`config.mk`:
```
export PLATFORM = sky130hd
export DESIGN_NAME = param_register_file
export DESIGN_NICKNAME = d
export VERILOG_FILES = /design/src/rtl/param_register_file.sv
export SDC_FILE = /design/constraint.sdc
export NUM_CORES = 1
export LEC_CHECK = 0
export BUFFER_PORTS_ARGS = -buffer_cell sky130_fd_sc_hd__buf_2
export CAP_MARGIN = 20
export CORE_UTILIZATION = 40
export CTS_BUF_LIST = sky130_fd_sc_hd__clkbuf_2 sky130_fd_sc_hd__clkbuf_4 sky130_fd_sc_hd__clkbuf_8
export DETAILED_ROUTE_END_ITERATION = 6
export MAX_ROUTING_LAYER = met4
export PLACE_DENSITY_LB_ADDON = 0.1
export SLEW_MARGIN = 20
export SYNTH_ARGS = -nofsm -noshare
export SYNTH_HDL_FRONTEND = slang
export SYNTH_SLANG_ARGS = --single-unit
```
`constraint.sdc`:
```
create_clock -name CPU_CLOCK -period 19 [get_ports CPU_CLOCK]
set_clock_uncertainty 0.05 [all_clocks]
set_input_delay 3.8 -clock CPU_CLOCK [delete_from_list [all_inputs] [get_ports CPU_CLOCK]]
set_output_delay 3.8 -clock CPU_CLOCK [all_outputs]
set_load 0.05 [all_outputs]
```
`src/rtl/param_register_file.sv`:
```
// ---------------------------------------------------------------------------
// param_register_file
//
// Multi-read-port register file for the CPU datapath. Decode reads operands
// and marks issued destinations busy; writeback writes results and clears
// the matching busy bit. Reads are combinational and can see the data and
// busy-clear of a write happening in the same cycle (BYPASS). Register 0 can
// be hardwired to zero (ZERO_REG). A soft clear walks the array and zeroes
// one entry per cycle, during which writes, issues and further soft clears
// are ignored.
//
// Ports
//   CPU_CLOCK         clock, rising edge
//   CLEAR             asynchronous active-high reset
//   READ_REG          NUM_READ packed read indices (port k at [k*ADDR_W +: ADDR_W])
//   READ_DATA         NUM_READ packed read results (port k at [k*DATA_W +: DATA_W])
//   READ_BUSY         per read port: indexed register has a pending write
//   WRITE_REG/DATA    writeback index and data
//   REG_WRITE_ENABLE  writeback strobe
//   ISSUE_VALID/REG   mark a destination register busy
//   SOFT_CLEAR        start a zeroing sweep
//   SWEEP_ACTIVE      high while the sweep runs (DEPTH cycles)
//   BUSY_COUNT        registered number of busy registers
// ---------------------------------------------------------------------------
module param_register_file #(
    parameter int DATA_W   = 18,
    parameter int ADDR_W   = 4,
    parameter int NUM_READ = 2,
    parameter int ZERO_REG = 0,
    parameter int BYPASS   = 1
) (
    input  logic                         CPU_CLOCK,
    input  logic                         CLEAR,
    input  logic [NUM_READ*ADDR_W-1:0]   READ_REG,
    output logic [NUM_READ*DATA_W-1:0]   READ_DATA,
    output logic [NUM_READ-1:0]          READ_BUSY,
    input  logic [ADDR_W-1:0]            WRITE_REG,
    input  logic [DATA_W-1:0]            WRITE_DATA,
    input  logic                         REG_WRITE_ENABLE,
    input  logic                         ISSUE_VALID,
    input  logic [ADDR_W-1:0]            ISSUE_REG,
    input  logic                         SOFT_CLEAR,
    output logic                         SWEEP_ACTIVE,
    output logic [ADDR_W:0]              BUSY_COUNT
);

    localparam int DEPTH = 1 << ADDR_W;

    typedef enum logic {
        ST_IDLE,
        ST_SWEEP
    } state_t;

    state_t              state_q, state_d;
    logic [DATA_W-1:0]   regs_q [DEPTH];
    logic [DATA_W-1:0]   regs_d [DEPTH];
    logic [DEPTH-1:0]    busy_q, busy_d;
    logic [ADDR_W-1:0]   sweep_idx_q, sweep_idx_d;
    logic [ADDR_W:0]     busy_count_q, busy_count_d;

    logic idle;
    logic write_accept;
    logic issue_accept;

    // Writes and issues only take effect while idle; with ZERO_REG the
    // zero register can neither be written nor marked busy.
    assign idle         = (state_q == ST_IDLE);
    assign write_accept = REG_WRITE_ENABLE && idle &&
                          !((ZERO_REG != 0) && (WRITE_REG == '0));
    assign issue_accept = ISSUE_VALID && idle &&
                          !((ZERO_REG != 0) && (ISSUE_REG == '0));

    // Read ports. Because write_accept already requires IDLE, forwarding is
    // naturally disabled during a sweep and reads see the stored contents.
    for (genvar k = 0; k < NUM_READ; k++) begin : g_read
        logic [ADDR_W-1:0] rd_idx;
        logic              zero_hit;
        logic              fwd_hit;

        assign rd_idx   = READ_REG[k*ADDR_W +: ADDR_W];
        assign zero_hit = (ZERO_REG != 0) && (rd_idx == '0);
        assign fwd_hit  = (BYPASS != 0) && write_accept && (WRITE_REG == rd_idx);

        assign READ_DATA[k*DATA_W +: DATA_W] = zero_hit ? '0 :
                                               fwd_hit  ? WRITE_DATA :
                                                          regs_q[rd_idx];
        assign READ_BUSY[k] = !zero_hit && !fwd_hit && busy_q[rd_idx];
    end

    // Next-state logic for the array, the busy scoreboard and the sweep FSM.
    // In IDLE the write is applied first so an issue to the same register in
    // the same cycle leaves it busy. SOFT_CLEAR wipes every busy bit on the
    // same edge, so it also overrides a coincident issue; a coincident write
    // still lands and is zeroed later by the sweep.
    always_comb begin
        state_d     = state_q;
        regs_d      = regs_q;
        busy_d      = busy_q;
        sweep_idx_d = sweep_idx_q;

        case (state_q)
            ST_IDLE: begin
                if (write_accept) begin
                    regs_d[WRITE_REG] = WRITE_DATA;
                    busy_d[WRITE_REG] = 1'b0;
                end
                if (SOFT_CLEAR) begin
                    busy_d      = '0;
                    sweep_idx_d = '0;
                    state_d     = ST_SWEEP;
                end else if (issue_accept) begin
                    busy_d[ISSUE_REG] = 1'b1;
                end
            end
            ST_SWEEP: begin
                regs_d[sweep_idx_q] = '0;
                sweep_idx_d         = sweep_idx_q + 1'b1;
                if (sweep_idx_q == ADDR_W'(DEPTH - 1)) begin
                    state_d = ST_IDLE;
                end
            end
            default: begin
                state_d = ST_IDLE;
            end
        endcase
    end

    // Popcount of the next busy vector, so the registered count lines up
    // with the busy bits it describes.
    always_comb begin
        busy_count_d = '0;
        for (int i = 0; i < DEPTH; i++) begin
            busy_count_d = busy_count_d + (ADDR_W + 1)'(busy_d[i]);
        end
    end

    always_ff @(posedge CPU_CLOCK or posedge CLEAR) begin
        if (CLEAR) begin
            state_q      <= ST_IDLE;
            for (int i = 0; i < DEPTH; i++) begin
                regs_q[i] <= '0;
            end
            busy_q       <= '0;
            sweep_idx_q  <= '0;
            busy_count_q <= '0;
        end else begin
            state_q      <= state_d;
            regs_q       <= regs_d;
            busy_q       <= busy_d;
            sweep_idx_q  <= sweep_idx_d;
            busy_count_q <= busy_count_d;
        end
    end

    assign SWEEP_ACTIVE = (state_q == ST_SWEEP);
    assign BUSY_COUNT   = busy_count_q;

endmodule

```
==> impl_metrics.yaml <==
floorplanning:
  row_count: 76
  die_x_um: 212
  die_h_um: 212
  core_area_um2: 43300
  die_area_um2: 44800
  ios: 83
  start_util_pct: 40.7
grt:
  grtUsageMet1_pct: 38.7
  grt_use_met3_pct: 5.50
  overflow: 0
  grt_first_pass_wirelength_um: 89300
  antenna_found_initial: 0
  busiest_layer: "met2"
  grt_max_degree: 121
  grt_util_met2_pct: 42.0
  grt_pass1_vias: 13000
  grt.total_usage_pct: 28.6
logic_synthesis:
  ys.flop_type: "dfrtp_1"
  synth_cell_types: 47
  synthDominantCellAreaShare_pct: 44.7
  synthCells: 1277
  async_flop_share_pct: 100
  syn-cell-area_um2: 17600
  synth_seq_cells: 314
  yosysTopAreaCell: "dfrtp_1"
  netlist_top_cells_count: "dfrtp_1 (314), a22o_1 (270), mux4_2 (152)"
  ys_top_cells_by_area: "dfrtp_1 (45%), mux4_2 (19%), a22o_1 (13%)"
  yosysMostFrequentCell: "dfrtp_1"
  yosysWarnings: 0
  synth-edff-count: 0
  syn_nets: 1335
  syn_avg_cell_area_um2: 13.8
  yosysSeqAreaShare_pct: 44.7
detailed_routing:
  wirelength_um: 60000
  drt-initial-drc-count: 1084
  vias: 12400
  wl_per_cell_um: 31.3
  drc: 0
  firstDrtPassIters: 5
  via_per_inst: 6.48
  final_antenna_net_count: 0
sta:
  period_share_pct: 56.7
  setup_violations: 0
  max_freq_mhz: 92.8
  fin_setup_tns_ns: 0
  hold_viol_final: 0
  rsz0062_at_grt: "false"
  maxSlewViolCount: 0
  whs_ns: 0.465
  tightest_slew_ns: 1.11
  min_period_ns: 10.77
  relSlewSlack_pct: 25.8
place:
  globalplace.congestion: 0.838
  port_buffers: 82
  dp_hpwl_um: 33700
  place_inst: 1819
cts:
  tritoncts: "yes"
  numCtsBuffers: 56
  clockBufferDepth: 3
  cts_setup_buffers: 0
  cts_max_level: 2
  ctsHoldBuffers: 0
  root_buffer: "clkbuf_8"
  clkSinkCount: 314
  clk-insertion-delay-late_ns: 0.65
  post_cts_resized: 0
  clk_pin_slew_ns: 0.06
setup_path:
  cp.arrival_ns: 6.92
  path_class: "input port to primary output"
  cp_max_fo: 43
  critPathLaunchType: "input port"
  critPathCaptureType: "primary output"
  critical_path_required_ns: 15.15
min_path:
  min_path_type: "flip-flop to flip-flop"
power_and_ir_drop:
  comb_power_share_pct: 37.0
  sw_frac_of_total_pct: 37.2
  p_seq_share_pct: 36.3
  leakage_uw: 0.00883
  p_per_area_nw_per_um2: 131
  power.internal_uw: 1600
  clock_power_share_pct: 26.7
  ir_drop_uv: 268
  p_total_uw: 2550
  p_sw_uw: 950
cells_and_area:
  fin_nets: 1350
  drive_gt1_share_pct: 32.2
  syn_to_final_growth_pct: 11.0
  fillers: 3953
  fin_cells: 1915
  diodes: 0
job:
  maxCapViolCount: 0
status:
  outcome: "complete, no violations"
-- cells in the final DEF, fill, tap and decap left out, types with 3 or more instances in the layout --
cell type,count
a21o_1,14
a21oi_1,35
a21oi_4,13
a22o_1,270
a2bb2oi_1,3
buf_2,78
buf_4,26
clkbuf_4,17
clkbuf_8,73
clkinv_2,5
dfrtp_1,313
fa_1,10
ha_1,9
inv_1,15
mux2_2,38
mux2i_1,110
mux4_2,152
nand2_1,24
nand2b_1,4
nor2_1,20
nor2_2,3
nor2_4,5
nor2_8,3
nor3_1,4
nor3_2,3
o21a_1,4
o21ai_0,31
o21ai_1,5
xnor2_1,4
xor2_1,8
-- final cells by class --
class | count | area, µm² | share of cell area (%)
clock buffer | 90 | 1130 | 5.80
sequential | 314 | 7860 | 40.2
clock inverter | 6 | 55.1 | 0.282
multi-input combinational | 800 | 9100 | 46.6
tap | 585 | 732 | 3.75
inverter | 16 | 67.6 | 0.346
timing repair buffer | 104 | 586 | 3.00
-- path summary, 6_finish.rpt --
path	from	end	slack, ns	cells after the start
worst max register to register	SWEEP_ACTIVE$_DFF_PP0_	BUSY_COUNT[4]$_DFF_PP0_	13.53	15
max in group asynchronous	CLEAR	SWEEP_ACTIVE$_DFF_PP0_	13.46	4
worst min-delay path	regs_q[141]$_DFFE_PP0P_	regs_q[141]$_DFFE_PP0P_	0.47	1
min in group asynchronous	CLEAR	regs_q[182]$_DFFE_PP0P_	3.25	2
worst min register to register	regs_q[141]$_DFFE_PP0P_	regs_q[141]$_DFFE_PP0P_	0.47	1
worst max-delay path	READ_REG[0]	READ_DATA[4]	8.23	7
-- cells by family (layout without fill, tap and decap cells) --
| logic type | count (synthesis) | after routing | synth area share [%] |
|---|---|---|---|
| compound gates | 382 | 382 | 17.4 |
| flops | 314 | 314 | 44.7 |
| buf+inv | 163 | 216 | 4.42 |
| simple gates | 87 | 87 | 3.01 |
| xor+xnor | 12 | 12 | 0.597 |
| mux | 300 | 300 | 28.1 |
| fa+ha+maj | 19 | 19 | 1.78 |
-- power groups by stage --
| stage | clock network, µW | registers [µW] | logic [µW] |
|---|---|---|---|
| floorplan | 0 | 917 | 694 |
| global route | 725 | 944 | 1040 |
| finish | 681 | 927 | 945 |
| CTS | 696 | 923 | 953 |
| global placement | 0 | 928 | 942 |
| detailed placement | 0 | 931 | 946 |
-- per-layer routing --
layer | vias to the layer above | routed length, µm
li1 | 5069 | -
met1 | 6599 | 26000
met3 | 146 | 4390
met4 | 0 | 2360
met2 | 597 | 27300
met5 | - | 0
-- sequential cells by signal, indices dropped and copies added, names as in the netlist --
name / cells
regs_q: 288
busy_q: 16
BUSY_COUNT: 5
sweep_idx_q: 4
SWEEP_ACTIVE: 1
-- worst max-delay path: stages --
cell and delay [ns]:
buf_4 0.63, buf_4 0.72, xor2_1 0.15, nor3_1 0.21, nand3_2 0.64, mux2_2 0.53
buf_2 0.21
-- per-stage QoR --
step	setup WS, ns	utilization, %	cell area [µm²]
detailed placement	8.18	42.4	18300
floorplan	6.46	-	17600
finish	8.23	45.2	19500
CTS	8.15	45.2	19500
global placement	8.23	42.4	18300
global route	7.94	45.2	19500
Note: power is estimated with default switching activity, not from simulation.
